**src/rtl/round_pkg.sv**
```systemverilog
// Shared types and defaults for the Genius round counter.
package round_pkg;

    typedef enum logic [1:0] {
        IDLE  = 2'b00,
        COUNT = 2'b01,
        DONE  = 2'b10
    } round_state_t;

    localparam int ROUND_W = 4;

endpackage

```
**src/rtl/round_counter_param.sv**
```systemverilog
// Parametrised round counter: latches a clamped target, advances per E, flags terminal count.
// Optional feature: define ROUND_AUTORELOAD_EN to let E in DONE restart the same round sequence.
module round_counter_param
    import round_pkg::*;
#(
    parameter int WIDTH     = ROUND_W,
    parameter int MAX_ROUND = 15,
    parameter int TC_PULSE  = 0
) (
    input  logic             clk,
    input  logic             R,
    input  logic             LD,
    input  logic [WIDTH-1:0] data,
    input  logic             E,
    output logic [WIDTH-1:0] ROUND,
    output logic             tc,
    output logic             busy
);

    localparam logic [WIDTH-1:0] MAX_L = WIDTH'(MAX_ROUND);
    localparam logic [WIDTH-1:0] ONE   = WIDTH'(1);

    round_state_t     state;
    logic [WIDTH-1:0] limit;
    logic [WIDTH-1:0] clamped;
    logic [WIDTH-1:0] round_inc;

    assign clamped   = (data > MAX_L) ? MAX_L : data;
    assign round_inc = ROUND + ONE;

    // NOTE: every output is a register updated with <= in this one block, so no input reaches an output combinationally.
    always_ff @(posedge clk) begin
        if (R) begin
            state <= IDLE;
            ROUND <= '0;
            limit <= '0;
            tc    <= 1'b0;
            busy  <= 1'b0;
        end else if (LD) begin
            limit <= clamped;
            ROUND <= '0;
            if (clamped == '0) begin
                state <= DONE;
                tc    <= 1'b1;
                busy  <= 1'b0;
            end else begin
                state <= COUNT;
                tc    <= 1'b0;
                busy  <= 1'b1;
            end
        end else begin
            case (state)
                IDLE: begin
                    tc   <= 1'b0;
                    busy <= 1'b0;
                end
                COUNT: begin
                    if (E) begin
                        ROUND <= round_inc;
                        if (round_inc == limit) begin
                            state <= DONE;
                            tc    <= 1'b1;
                            busy  <= 1'b0;
                        end
                    end
                end
                DONE: begin
                    // A pulse-mode flag drops after its single entry cycle.
                    tc <= (TC_PULSE == 0);
`ifdef ROUND_AUTORELOAD_EN
                    if (E) begin
                        if (limit == '0) begin
                            tc <= 1'b1;
                        end else begin
                            state <= COUNT;
                            ROUND <= '0;
                            tc    <= 1'b0;
                            busy  <= 1'b1;
                        end
                    end
`endif
                end
                default: begin
                    state <= IDLE;
                    ROUND <= '0;
                    tc    <= 1'b0;
                    busy  <= 1'b0;
                end
            endcase
        end
    end

endmodule

```
**config.mk**
```make
export PLATFORM = sky130hd
export DESIGN_NAME = round_counter_param
export DESIGN_NICKNAME = d
export VERILOG_FILES = /design/src/rtl/round_pkg.sv /design/src/rtl/round_counter_param.sv
export SDC_FILE = /design/constraint.sdc
export NUM_CORES = 1
export LEC_CHECK = 0
export ABC_AREA = 1
export BUFFER_PORTS_ARGS = -buffer_cell sky130_fd_sc_hd__buf_4
export CORE_AREA = 2 2 39 41
export DETAILED_ROUTE_END_ITERATION = 6
export DIE_AREA = 0 0 41 43
export GPL_TIMING_DRIVEN = 0
export PLACE_DENSITY = 0.74
export SYNTH_ARGS = -nofsm -noshare
export SYNTH_HDL_FRONTEND = slang
export SYNTH_SLANG_ARGS = --single-unit
```
**constraint.sdc**
```tcl
create_clock -name clk -period 4.15 [get_ports clk]
set_input_delay 0.83 -clock clk [delete_from_list [all_inputs] [get_ports clk]]
set_output_delay 0.83 -clock clk [all_outputs]
set_load 0.1 [all_outputs]
```
==> reports/metrics.csv, run 1 <==
metric,value,unit
cpPeakStageDelay,0.44,ns
drive_above_1_share,19.83,%
crit_buf_inv,1,
cts.sinks,12,
final_cell_mix,"nand2_1, inv_1, buf_4",
cts-root-buf,clkbuf_4,
dieHeight,43,um
yosys.area.top_type,dfxtp_1,
switching_share,29.42,%
ios,14,
dp_slack,2.319,ns
design.core.area,1384,um^2
initial_core_util,48.10,%
yosysTopAreaCellShare,36.09,%
skew,0.0007298,ns
syn_inst,99,
slew_headroom,74.50,%
drc,0,
vias_per_cell,4.932,
path_cells,buf_4,
hold_viol_final,0,
power.switching,0.00008094,W
critPathRequiredTime,3.32,ns
reg2reg_slack,2.56,ns
fin_tns_setup,0,ns
seqCellArea,240.2,um^2
cts_resized,0,
p_leak,0.3817,nW
num-nets-final,129,
wirelength,1344,um
area_delta_synth_final,23.12,%
timing.final.crit_period,1.870,ns
synth_mux_area_share,0,%
ys_warn_count,0,
nFillCells,137,
clockBufferDepth,2,
combPwrFrac,20.8,%
final.setup.worst_slack,2.280,ns
finalCritPeriodShare,45.06,%
synth_simple_gate_area_share,32.14,%
synthAdderAreaFrac,7.519,%
cts_tree,built,
synth-seq-cells,12,
synth_xor_area_share,1.316,%
drtAntennaViolNets,0,
rsz0062_at_grt,false,
cts_buffers,3,
insertion_delay,0.27,ns
end_kind,output pin,
synth_nets,111,
powerDensity,335.8,nW/um^2
multi_input_area,365.4,um^2
ys_types,19,
power_frac_seq,45.4,%
cts_setup_buffers,0,
diodes,0,
grtUsageTotal,17.14,%
grt_max_degree,11,
drtIter0Drc,5,
mostFrequentLayoutCell,nand2_1,
clkTransAtPathRegs,0.08,ns
synth_compound_area_share,13.91,%
worst_slew_pin_slew,0.3796,ns
drv_cap,0,
cp_max_fo,7,
syn_area,665.6,um^2
min_path_type,flop to flop,
syn_avg_cell_area,6.724,um^2
dr.pass1.iters,4,
slew_viol_final,0,
cpLargestDelayFamily,flip-flops,
vdd_drop_max,0.0001481,V
crit_path_start_kind,flop,
routedWlPerCell,10.18,um
grt_overflow,0,
cp_slowest_cell,dfxtp_1,
setup_violations,0,
holdBufCountCts,0,
critPathArrivalTime,1.04,ns
grt_pass1_wl,2028,um
clkPwrFrac,33.7,%
cts_htree_levels,1,
antenna_found_initial,0,
io_buffers,13,
dieArea,1763,um^2
vias,651,
max_freq,534.8,MHz
grt_pass1_vias,523,
rows,14,
die_w,41,um
synthTopCellsByArea,"dfxtp_1, nand2_1, inv_1",
routabilityCongestion,0.7522,
dpl.hpwl,1084,um
seq_area_frac_synth,36.09,%
synth_top_family_by_area,simple AND/OR/NAND/NOR gates,
crit_type,flop to output pin,
power.internal,0.0001942,W
status,completed,
==> through the flow <==
stage	total power [W]	utilization, %	hold WS [ns]	area (um^2)	instances
after global routing	0.0002889	59.22	0.4796	819.5	132
after CTS	0.0002787	59.22	0.4618	819.5	132
after detailed placement	0.0001850	56.60	0.4495	783.3	128
after floorplan	0.0001689	-	0.4437	665.6	99
final	0.0002752	59.22	0.4581	819.5	132
after global placement	0.0001835	56.60	0.4477	783.3	128
==> synthesized netlist by cell type, drive strengths merged <==
cell type / n
ha: 4
o21ai: 7
a32oi: 1
inv: 15
a21oi: 9
nor3: 1
dfxtp: 12
clkbuf: 1
or2: 1
nor2: 9
nand3: 7
nor4: 1
nand2: 29
xnor2: 1
nand4: 1
==> power by group through the flow <==
stage                     clock (W)  sequential [W]  combinational, W
after floorplan                   0        0.000139         0.0000298
after global placement            0        0.000127         0.0000560
after detailed placement          0        0.000128         0.0000571
after CTS                 0.0000963        0.000125         0.0000572
after global routing       0.000100        0.000126         0.0000630
final                     0.0000928        0.000125         0.0000573
==> layout make-up <==
class	instances	area share (%)
clock buffer	4	4.427
timing repair buffer	13	11.91
multi-input combinational	71	44.58
sequential	12	29.31
tap	16	2.443
inverter	15	6.870
buffer	1	0.4580
==> flip-flops by register name, indices dropped and copies added (netlist names) <==
name   cells
limit      4
tc         1
busy       1
ROUND      4
state      2
==> routing by layer <==
metal | share of wire [%] | wire length (um) | GRT usage, % | vias to the layer above
met3 | 3.1 | 42 | 3.141 | 5
met4 | 1.8 | 24 | 10.00 | 0
met5 | 0 | 0 | 0 | -
li1 | - | - | - | 351
met1 | 44 | 592 | 19.54 | 285
met2 | 51 | 685 | 27.81 | 10
==> cells by family (layout without fill, tap and decap cells) <==
kind of cell / count (synthesis) / after routing
xor+xnor: 1 / 1
buf+inv: 16 / 33
flops: 12 / 12
simple gates: 49 / 49
compound gates: 17 / 17
fa+ha+maj: 4 / 4
==> final timing paths <==
kind | from | to | cells after the start
setup / recovery | ROUND[2] | ROUND[2] | 1
hold / removal | tc | tc | 2
setup reg to reg | state[1] | ROUND[2] | 9
hold reg to reg | tc | tc | 2
Power figures use the tool's default switching activity.
==> inputs of run 2 (changes only) <==
--- a/config.mk
+++ b/config.mk
@@ -7,11 +7,12 @@
 export LEC_CHECK = 0
 export ABC_AREA = 1
 export BUFFER_PORTS_ARGS = -buffer_cell sky130_fd_sc_hd__buf_4
-export CORE_AREA = 2 2 39 41
+export CORE_ASPECT_RATIO = 1.1
+export CORE_MARGIN = 1.5
+export CORE_UTILIZATION = 46
 export DETAILED_ROUTE_END_ITERATION = 6
-export DIE_AREA = 0 0 41 43
 export GPL_TIMING_DRIVEN = 0
-export PLACE_DENSITY = 0.74
+export PLACE_DENSITY = 0.72
 export SYNTH_ARGS = -nofsm -noshare
 export SYNTH_HDL_FRONTEND = slang
 export SYNTH_SLANG_ARGS = --single-unit
==> constraint.sdc (replaced) <==
create_clock -name clk -period 1.66 [get_ports clk]
set_input_delay 0.332 -clock clk [delete_from_list [all_inputs] [get_ports clk]]
set_output_delay 0.332 -clock clk [all_outputs]
set_load 0.1 [all_outputs]
==> reports/metrics.csv, run 2 (synthesized netlist as in run 1, its figures left out) <==
metric,value,unit,change
dr.pass1.iters,5,,+1
grtUsageTotal,18.72,%,+1.6 points
num-nets-final,129,,unchanged
grt_overflow,0,,unchanged
finalCritPeriodShare,91.39,%,
skew,0.002965,ns,+0.002235 ns
drv_cap,0,,unchanged
io_buffers,13,,unchanged
use_met2,32.00,%,+4.2 points
final_cell_mix,"nand2_1, inv_1, buf_4",,
dieArea,1684,um^2,-4.5%
wirelength,1334,um,-0.74%
routabilityCongestion,0.7730,,+2.8%
clkTransAtPathRegs,0.07,ns,about the same
post-route-util,60.35,%,+1.1 points
antenna_found_initial,0,,unchanged
routedWlPerCell,10.11,um,-0.74%
cts_tree,built,,
design_area,824.5,um^2,+0.61%
cts_htree_levels,1,,unchanged
nFillCells,144,,+5.1%
vias,653,,+0.31%
dpl.hpwl,1059,um,-2.4%
drc,0,,unchanged
grt_pass1_vias,566,,+8.2%
rows,14,,unchanged
critPathArrivalTime,1.72,ns,+0.68 ns
grt_pass1_wl,2201,um,+8.5%
drive_above_1_share,23.28,%,+3.4 points
crit_type,flop to flop,,
area_delta_synth_final,23.87,%,
hold_viol_final,0,,unchanged
drtAntennaViolNets,0,,unchanged
insertion_delay,0.27,ns,about the same
cts.sinks,12,,unchanged
rsz0062_at_grt,false,,
cts_buffers,3,,unchanged
p_total,0.0006310,W,+130%
use_met1,20.85,%,+1.3 points
design.core.area,1366,um^2,-1.3%
holdBufCountCts,0,,unchanged
cts-root-buf,clkbuf_4,,
mostFrequentLayoutCell,nand2_1,,
cts_setup_buffers,0,,unchanged
drtIter0Drc,16,,+11
crit_path_start_kind,flop,,
dieHeight,42.90,um,-0.24%
worst_slew_pin_slew,0.3995,ns,+0.01994 ns
min_path_type,primary input to flop,,
max_freq,659.2,MHz,
powerDensity,765.2,nW/um^2,+130%
timing.final.crit_period,1.517,ns,
cts_resized,0,,unchanged
top_usage_layer,met2,,
die_w,39.27,um,-4.2%
placed_area,793.3,um^2,+1.3%
vias_per_cell,4.947,,+0.31%
cp_max_fo,6,,-1
p_leak,0.3794,nW,-0.59%
use_met3,4.712,%,+1.6 points
ios,14,,unchanged
clockBufferDepth,2,,unchanged
vdd_drop_max,0.0004381,V,+200%
grt_max_degree,11,,unchanged
end_kind,flop,,
setup_violations,0,,unchanged
critPathRequiredTime,1.86,ns,-1.46 ns
fin_tns_setup,0,ns,unchanged
reg2reg_slack,0.14,ns,-2.42 ns
slew_viol_final,0,,unchanged
largestRegisters,"ROUND (4), limit (4), state (2)",,
diodes,0,,unchanged
hold_slack,0.2631,ns,-0.1951 ns
status,completed,,
initial_core_util,48.72,%,+0.62 points
slew_headroom,73.37,%,-1.1 points
==> run 2: worst paths after layout <==
kind	start	end	cells past startpoint
worst max-delay path	ROUND[0]	state[1]	10
worst min-delay path	R	tc	2
worst max register to register	ROUND[0]	state[1]	10
worst min register to register	tc	tc	2
==> run 2: layer usage <==
metal,vias to the layer above,wire [um]
met4,0,18
met1,285,588
li1,352,-
met3,4,45
met5,-,0
met2,12,682
==> run 2: final cells by class <==
type | count | area (um^2) | area share [%]
Clock buffer | 3 | 22.52 | 2.731
Sequential cell | 12 | 250.2 | 30.35
Buffer | 1 | 3.754 | 0.4552
Tap cell | 16 | 20.02 | 2.428
Timing Repair Buffer | 13 | 97.59 | 11.84
Clock inverter | 1 | 3.754 | 0.4552
Multi-Input combinational cell | 71 | 370.4 | 44.92
Inverter | 15 | 56.30 | 6.829
==> run 2: through the flow <==
stage | instances | setup WS [ns]
after floorplan | 99 | 0.05229
after CTS | 132 | 0.08155
after global placement | 128 | 0.1376
after detailed placement | 128 | 0.09191
after global routing | 132 | 0.02745
final | 132 | 0.1430
==> run 2: critical path: stages, from the launching register on <==
cell and delay [ns]:
dfxtp_4 0.37, ha_1 0.32, xnor2_1 0.14, nand2_1 0.07, nor2_2 0.12, nand3_2 0.07
nand2_2 0.09, o21ai_2 0.08, nand2_2 0.06, nand2_1 0.04, nor2_1 0.09
==> run 2: report_power, final <==
group | internal (W) | switching, W
clock | 0.0000869 | 0.0000891
combinational | 0.0000507 | 0.0000944
sequential | 0.000301 | 0.00000935
total | 0.000438 | 0.000193
